[src/rtl/imem_loader_if.sv]
// Host byte-stream handshake and instruction-memory write port used by imem_loader.
interface imem_loader_if;
  logic        byte_valid;
  logic [7:0]  byte_data;
  logic        byte_ready;
  logic        wr_en;
  logic [15:0] wr_addr;
  logic [15:0] wr_data;

  modport master (
    output byte_valid, byte_data,
    input  byte_ready, wr_en, wr_addr, wr_data
  );

  modport slave (
    input  byte_valid, byte_data,
    output byte_ready, wr_en, wr_addr, wr_data
  );
endinterface

[src/rtl/imem_loader.sv]
// Boot loader: turns a length-prefixed big-endian byte stream into instruction-memory writes.
// Define IMEM_LOADER_CKSUM_EN to require a trailing XOR checksum byte.
module imem_loader #(
  parameter int unsigned DEPTH = 256
) (
  input  logic         clk,
  input  logic         clear_n,
  input  logic         start,
  imem_loader_if.slave bus,
  output logic         cpu_hold,
  output logic         done,
  output logic         err
);

  typedef enum logic [3:0] {
    StIdle,
    StLenHi,
    StLenLo,
    StDataHi,
    StDataLo,
`ifdef IMEM_LOADER_CKSUM_EN
    StCksum,
`endif
    StFinish,
    StDone,
    StErr
  } state_e;

`ifdef IMEM_LOADER_CKSUM_EN
  localparam state_e StTail = StCksum;
`else
  localparam state_e StTail = StFinish;
`endif

  state_e      state, state_d;
  logic [7:0]  hi_byte;
  logic [15:0] len, word_cnt, len_rx;
  logic        xfer, can_start;
`ifdef IMEM_LOADER_CKSUM_EN
  logic [7:0]  cksum;
`endif

  assign xfer      = bus.byte_valid & bus.byte_ready;
  assign len_rx    = {hi_byte, bus.byte_data};
  assign can_start = start & (state inside {StIdle, StDone, StErr});

  always_comb begin
    state_d = state;
    case (state)
      StIdle, StDone, StErr: if (start) state_d = StLenHi;
      StLenHi:  if (xfer) state_d = StLenLo;
      StLenLo: begin
        if (xfer) begin
          // Length is validated here so no write can ever land beyond DEPTH-1.
          if (len_rx == 16'd0)            state_d = StTail;
          else if (32'(len_rx) > DEPTH)   state_d = StErr;
          else                            state_d = StDataHi;
        end
      end
      StDataHi: if (xfer) state_d = StDataLo;
      StDataLo: if (xfer) state_d = (word_cnt + 16'd1 == len) ? StTail : StDataHi;
`ifdef IMEM_LOADER_CKSUM_EN
      StCksum:  if (xfer) state_d = (bus.byte_data == cksum) ? StFinish : StErr;
`endif
      StFinish: state_d = StDone;
      default:  state_d = StIdle;
    endcase
  end

  always_ff @(posedge clk) begin
    if (!clear_n) begin
      state          <= StIdle;
      bus.byte_ready <= 1'b0;
      cpu_hold       <= 1'b1;
      done           <= 1'b0;
      err            <= 1'b0;
      hi_byte        <= 8'd0;
      len            <= 16'd0;
      word_cnt       <= 16'd0;
      bus.wr_en      <= 1'b0;
      bus.wr_addr    <= 16'd0;
      bus.wr_data    <= 16'd0;
`ifdef IMEM_LOADER_CKSUM_EN
      cksum          <= 8'd0;
`endif
    end else begin
      state <= state_d;
      // Status outputs are decoded from the next state so they are flop outputs.
      bus.byte_ready <= state_d inside {StLenHi, StLenLo, StDataHi, StDataLo
`ifdef IMEM_LOADER_CKSUM_EN
                                        , StCksum
`endif
                                        };
      cpu_hold  <= (state_d != StDone);
      done      <= (state_d == StDone);
      err       <= (state_d == StErr);
      bus.wr_en <= 1'b0;

      if (can_start) begin
        word_cnt <= 16'd0;
`ifdef IMEM_LOADER_CKSUM_EN
        cksum    <= 8'd0;
`endif
      end

      if (xfer) begin
        case (state)
          StLenHi, StDataHi: hi_byte <= bus.byte_data;
          StLenLo:           len <= len_rx;
          StDataLo: begin
            bus.wr_en   <= 1'b1;
            bus.wr_addr <= word_cnt;
            bus.wr_data <= {hi_byte, bus.byte_data};
            word_cnt    <= word_cnt + 16'd1;
          end
          default: ;
        endcase
`ifdef IMEM_LOADER_CKSUM_EN
        if (state inside {StLenHi, StLenLo, StDataHi, StDataLo}) cksum <= cksum ^ bus.byte_data;
`endif
      end
    end
  end

endmodule
[src/flat_wrapper.sv]
// flat-port wrapper written by rule: the top's interface ports become plain ports
module imem_loader_flat 
#(
  parameter int unsigned DEPTH = 256
)
  (clk, clear_n, start, cpu_hold, done, err, bus_byte_valid, bus_byte_data, bus_byte_ready, bus_wr_en, bus_wr_addr, bus_wr_data);
  imem_loader_if bus_i ();
  input  logic clk;
  input  logic clear_n;
  input  logic start;
  output logic cpu_hold;
  output logic done;
  output logic err;
  input wire logic [$bits(bus_i.byte_valid)-1:0] bus_byte_valid;
  input wire logic [$bits(bus_i.byte_data)-1:0] bus_byte_data;
  output wire logic [$bits(bus_i.byte_ready)-1:0] bus_byte_ready;
  output wire logic [$bits(bus_i.wr_en)-1:0] bus_wr_en;
  output wire logic [$bits(bus_i.wr_addr)-1:0] bus_wr_addr;
  output wire logic [$bits(bus_i.wr_data)-1:0] bus_wr_data;
  assign bus_i.byte_valid = bus_byte_valid;
  assign bus_i.byte_data = bus_byte_data;
  assign bus_byte_ready = bus_i.byte_ready;
  assign bus_wr_en = bus_i.wr_en;
  assign bus_wr_addr = bus_i.wr_addr;
  assign bus_wr_data = bus_i.wr_data;
  imem_loader #(.DEPTH(DEPTH)) u_core (.clk(clk), .clear_n(clear_n), .start(start), .bus(bus_i), .cpu_hold(cpu_hold), .done(done), .err(err));
endmodule
[config.mk]
export PLATFORM = sky130hd
export DESIGN_NAME = imem_loader_flat
export DESIGN_NICKNAME = d
export VERILOG_FILES = /design/src/rtl/imem_loader_if.sv /design/src/rtl/imem_loader.sv /design/src/flat_wrapper.sv
export SDC_FILE = /design/constraint.sdc
export NUM_CORES = 1
export LEC_CHECK = 0
export CAP_MARGIN = 10
export CORE_ASPECT_RATIO = 0.9
export CORE_MARGIN = 3
export CORE_UTILIZATION = 50
export DETAILED_ROUTE_END_ITERATION = 7
export PLACE_DENSITY = 0.73
export SLEW_MARGIN = 20
export SYNTH_ARGS = -nofsm -noshare
export SYNTH_HDL_FRONTEND = slang
export SYNTH_SLANG_ARGS = --single-unit
[constraint.sdc]
create_clock -name clk -period 5.85 [get_ports clk]
set_clock_uncertainty 0.05 [all_clocks]
set_input_delay 0.585 -clock clk [delete_from_list [all_inputs] [get_ports clk]]
set_output_delay 0.585 -clock clk [all_outputs]
set_load 0.01 [all_outputs]
==> impl_metrics.env <==
export IMPL_status="finished clean"
export IMPL_critical_path_top_delay_family="simple AND/OR/NAND/NOR gates"
export IMPL_cts_sinks=81
export IMPL_cts_tree="yes"
export IMPL_max_stage_delay_ns=0.60
export IMPL_coreArea_mm2=0.00729
export IMPL_first_pass_iters=5
export IMPL_antennaDiodeCount=0
export IMPL_synth_ff_type="dfxtp_1"
export IMPL_clockBufferDepth=2
export IMPL_htreeDepth=3
export IMPL_grt_pass1_vias=2980
export IMPL_place_gp_congestion=0.905
export IMPL_grtUsageTotal_pct=21.9
export IMPL_r2r_setup_slack_ns=2.57
export IMPL_layout_nets=491
export IMPL_async_flop_share_pct=0
export IMPL_power_density_mw_per_mm2=220
export IMPL_wl_per_cell_um=16.0
export IMPL_start_util_pct=53.4
export IMPL_power_share_combinational_pct=3.4
export IMPL_routed_wl_um=9220
export IMPL_p_int_uw=779
export IMPL_hold_path_class="flop to flop"
export IMPL_final_area_mm2=0.00456
export IMPL_fin_hold_ws_ns=0.414
export IMPL_die_y_um=89.7
export IMPL_synth_top_area_share_pct=41.7
export IMPL_root_buffer="clkbuf_8"
export IMPL_synth_commonest_cells="nand2_1 (89), dfxtp_1 (81), a21boi_0 (32)"
export IMPL_drv_slew=0
export IMPL_slowest_stage="or4_1"
export IMPL_synthesis_area_mm2=0.00389
export IMPL_antenna_found_initial=0
export IMPL_critPathKind="flop to flop"
export IMPL_endpoint_kind="flop"
export IMPL_pin_count=49
export IMPL_worstSkewPairLatency_ns=0.35
export IMPL_postPlaceCellArea_mm2=0.00436
export IMPL_setup_violations=0
export IMPL_grt_pass1_wl_um=15400
export IMPL_critPathMaxFanout=11
export IMPL_overflow=0
export IMPL_cts_resized=0
export IMPL_power_frac_seq_pct=55.2
export IMPL_synth_avg_cell_area_um2=8.69
export IMPL_portBuffers=48
export IMPL_synth_edf_count=0
export IMPL_ys_ff_latch=81
export IMPL_synth_most_common_cell="nand2_1"
export IMPL_clk_transition_reported_paths_ns=0.08
export IMPL_postRouteAntennaNets=0
export IMPL_cts_hold_buf=0
export IMPL_synthCells=448
export IMPL_netlist_top_cell_by_area="dfxtp_1"
export IMPL_tightest_slew_ns=0.995
export IMPL_die_area_mm2=0.00888
export IMPL_p_sw_uw=224
export IMPL_synth_net_count=461
export IMPL_dp_hpwl_um=6420
export IMPL_final_hold_viol_count=0
export IMPL_ys_top_cells_by_area="dfxtp_1 (42%), nand2_1 (8.6%), mux2i_1 (6.4%), a21boi_0 (6.2%), xnor2_1 (4.5%)"
export IMPL_drc_errors=0
export IMPL_cp_required_ns=6.08
export IMPL_period_needed_ns=3.28
export IMPL_p_sw_share_pct=22.3
export IMPL_finalPower_uw=1000
export IMPL_irDropWorstVdd_mv=0.183
export IMPL_drt_vias_per_instance=5.65
export IMPL_rsz0062_at_grt="false"
export IMPL_area_delta_synth_final_pct=17.3
export IMPL_cts_made_buffers=9
export IMPL_die_w_um=99.0
export IMPL_grt_max_degree=67
export IMPL_cap_violations=0
export IMPL_synth_warnings=0
export IMPL_drive_above_1_share_pct=6.00
export IMPL_post_route_util_pct=62.6
export IMPL_cp_start_kind="flop"
export IMPL_power_leakage_uw=0.00161
export IMPL_path_cells="ha_1 -> nand4_1 -> or4_1 -> xor2_1 -> xnor2_1 -> or4_4 -> o21ai_4 -> mux2i_1"
export IMPL_maxSlewHeadroom_pct=33.5
export IMPL_setup_tns_ns=0
export IMPL_rows=29
export IMPL_fmax_mhz=305
export IMPL_arrival_ns=3.51
export IMPL_synth_cell_type_count=56
export IMPL_clkPwrFrac_pct=41.4
export IMPL_period_share_pct=56.0
export IMPL_path_buf_inv=0
export IMPL_post_cts_buffers=0
export IMPL_ys_seq_area_share_pct=41.7
export IMPL_vias=3252
export IMPL_drtIter0Drc=267
cells in the final DEF (no fill, tap or decap), drive strengths merged, types with 3 or more instances in the layout:
| cell | netlist | layout |
|---|---|---|
| nor2b | 27 | 27 |
| o31ai | 3 | 3 |
| o21ai | 19 | 19 |
| dfxtp | 81 | 81 |
| clkbuf | 22 | 11 |
| a21boi | 32 | 32 |
| mux2i | 25 | 25 |
| and2 | 3 | 3 |
| nor3 | 5 | 5 |
| buf | 10 | 3 |
| nand4 | 6 | 6 |
| inv | 5 | 6 |
| nand3 | 18 | 18 |
| o211ai | 5 | 5 |
| nand2 | 89 | 89 |
| nor2 | 15 | 15 |
| nor4 | 7 | 7 |
| xnor2 | 20 | 20 |
| a21oi | 8 | 8 |
| nand2b | 4 | 4 |
| o22ai | 3 | 3 |
| clkdlybuf4s50 | 0 | 48 |
| xor2 | 5 | 5 |
| and3 | 8 | 8 |
registers in the layout, summed over array words and instances (netlist names):
signal                 count
u_core.bus.byte_ready      1
u_core.bus.wr_addr        16
u_core.len                16
u_core.done                1
u_core.word_cnt           16
u_core.bus.wr_data        16
u_core.hi_byte             8
u_core.bus.wr_en           1
u_core.cpu_hold            1
u_core.err                 1
u_core.state               4
power groups by stage:
stage	Sequential (µW)	Combinational [µW]	Clock (µW)
floorplan	566	18.0	0
global placement	567	33.3	0
detailed placement	567	33.7	0
CTS	554	33.9	427
global route	555	36.4	451
finish	554	34.1	415
cell type report:
| class | count | area [µm²] |
|---|---|---|
| multi-input combinational | 330 | 2100 |
| sequential | 81 | 1620 |
| clock inverter | 5 | 62.6 |
| inverter | 5 | 18.8 |
| timing repair buffer | 51 | 503 |
| tap | 93 | 116 |
| fill | 620 | 2730 |
| clock buffer | 11 | 141 |
path summary, 6_finish.rpt:
path | startpoint | end | cells past startpoint
worst min register to register | u_core.bus.wr_data[0]$_SDFFE_PN0P_ | u_core.bus.wr_data[0]$_SDFFE_PN0P_ | 2
worst min-delay path | u_core.bus.wr_data[0]$_SDFFE_PN0P_ | u_core.bus.wr_data[0]$_SDFFE_PN0P_ | 2
worst max register to register | u_core.word_cnt[0]$_SDFF_PN0_ | u_core.bus.byte_ready$_SDFF_PN0_ | 8
worst max-delay path | u_core.word_cnt[0]$_SDFF_PN0_ | u_core.bus.byte_ready$_SDFF_PN0_ | 8
worst register-to-register path, delay by kind of cell, from the launching register on:
family	cells	cell delay, ns
and+or+nand+nor	3	1.41
DFF	1	0.54
adders and majority gates	1	0.46
xor gates and xnor gates	2	0.33
AOI/OAI and AO/OA	1	0.22
muxes	1	0.21
layer usage:
metal / vias up / global-route usage (%) / wire length, µm
met5: - / 0 / 0
met2: 113 / 32.7 / 4080
met4: 0 / 6.45 / 113
li1: 1595 / - / -
met1: 1527 / 30.8 / 4350
met3: 17 / 6.49 / 673
metrics by stage:
step / setup slack (ns) / cells
2_1_floorplan: 3.17 / 448
3_3_place_gp: 2.71 / 560
3_5_place_dp: 2.60 / 560
4_1_cts: 2.57 / 576
5_1_grt: 2.34 / 576
6_report: 2.57 / 576
kinds of logic after synthesis:
kind of cell / after synthesis / synth area share [%]
AO/OA/AOI/OAI: 86 / 15.5
other: 1 / 0.0964
AND/OR/NAND/NOR: 191 / 25.7
flip-flops: 81 / 41.7
adder cells (fa/ha/maj): 1 / 0.321
XOR/XNOR: 25 / 5.63
multiplexers: 26 / 6.72
buffers and inverters: 37 / 4.37
Note: power is estimated with default switching activity, not from simulation.
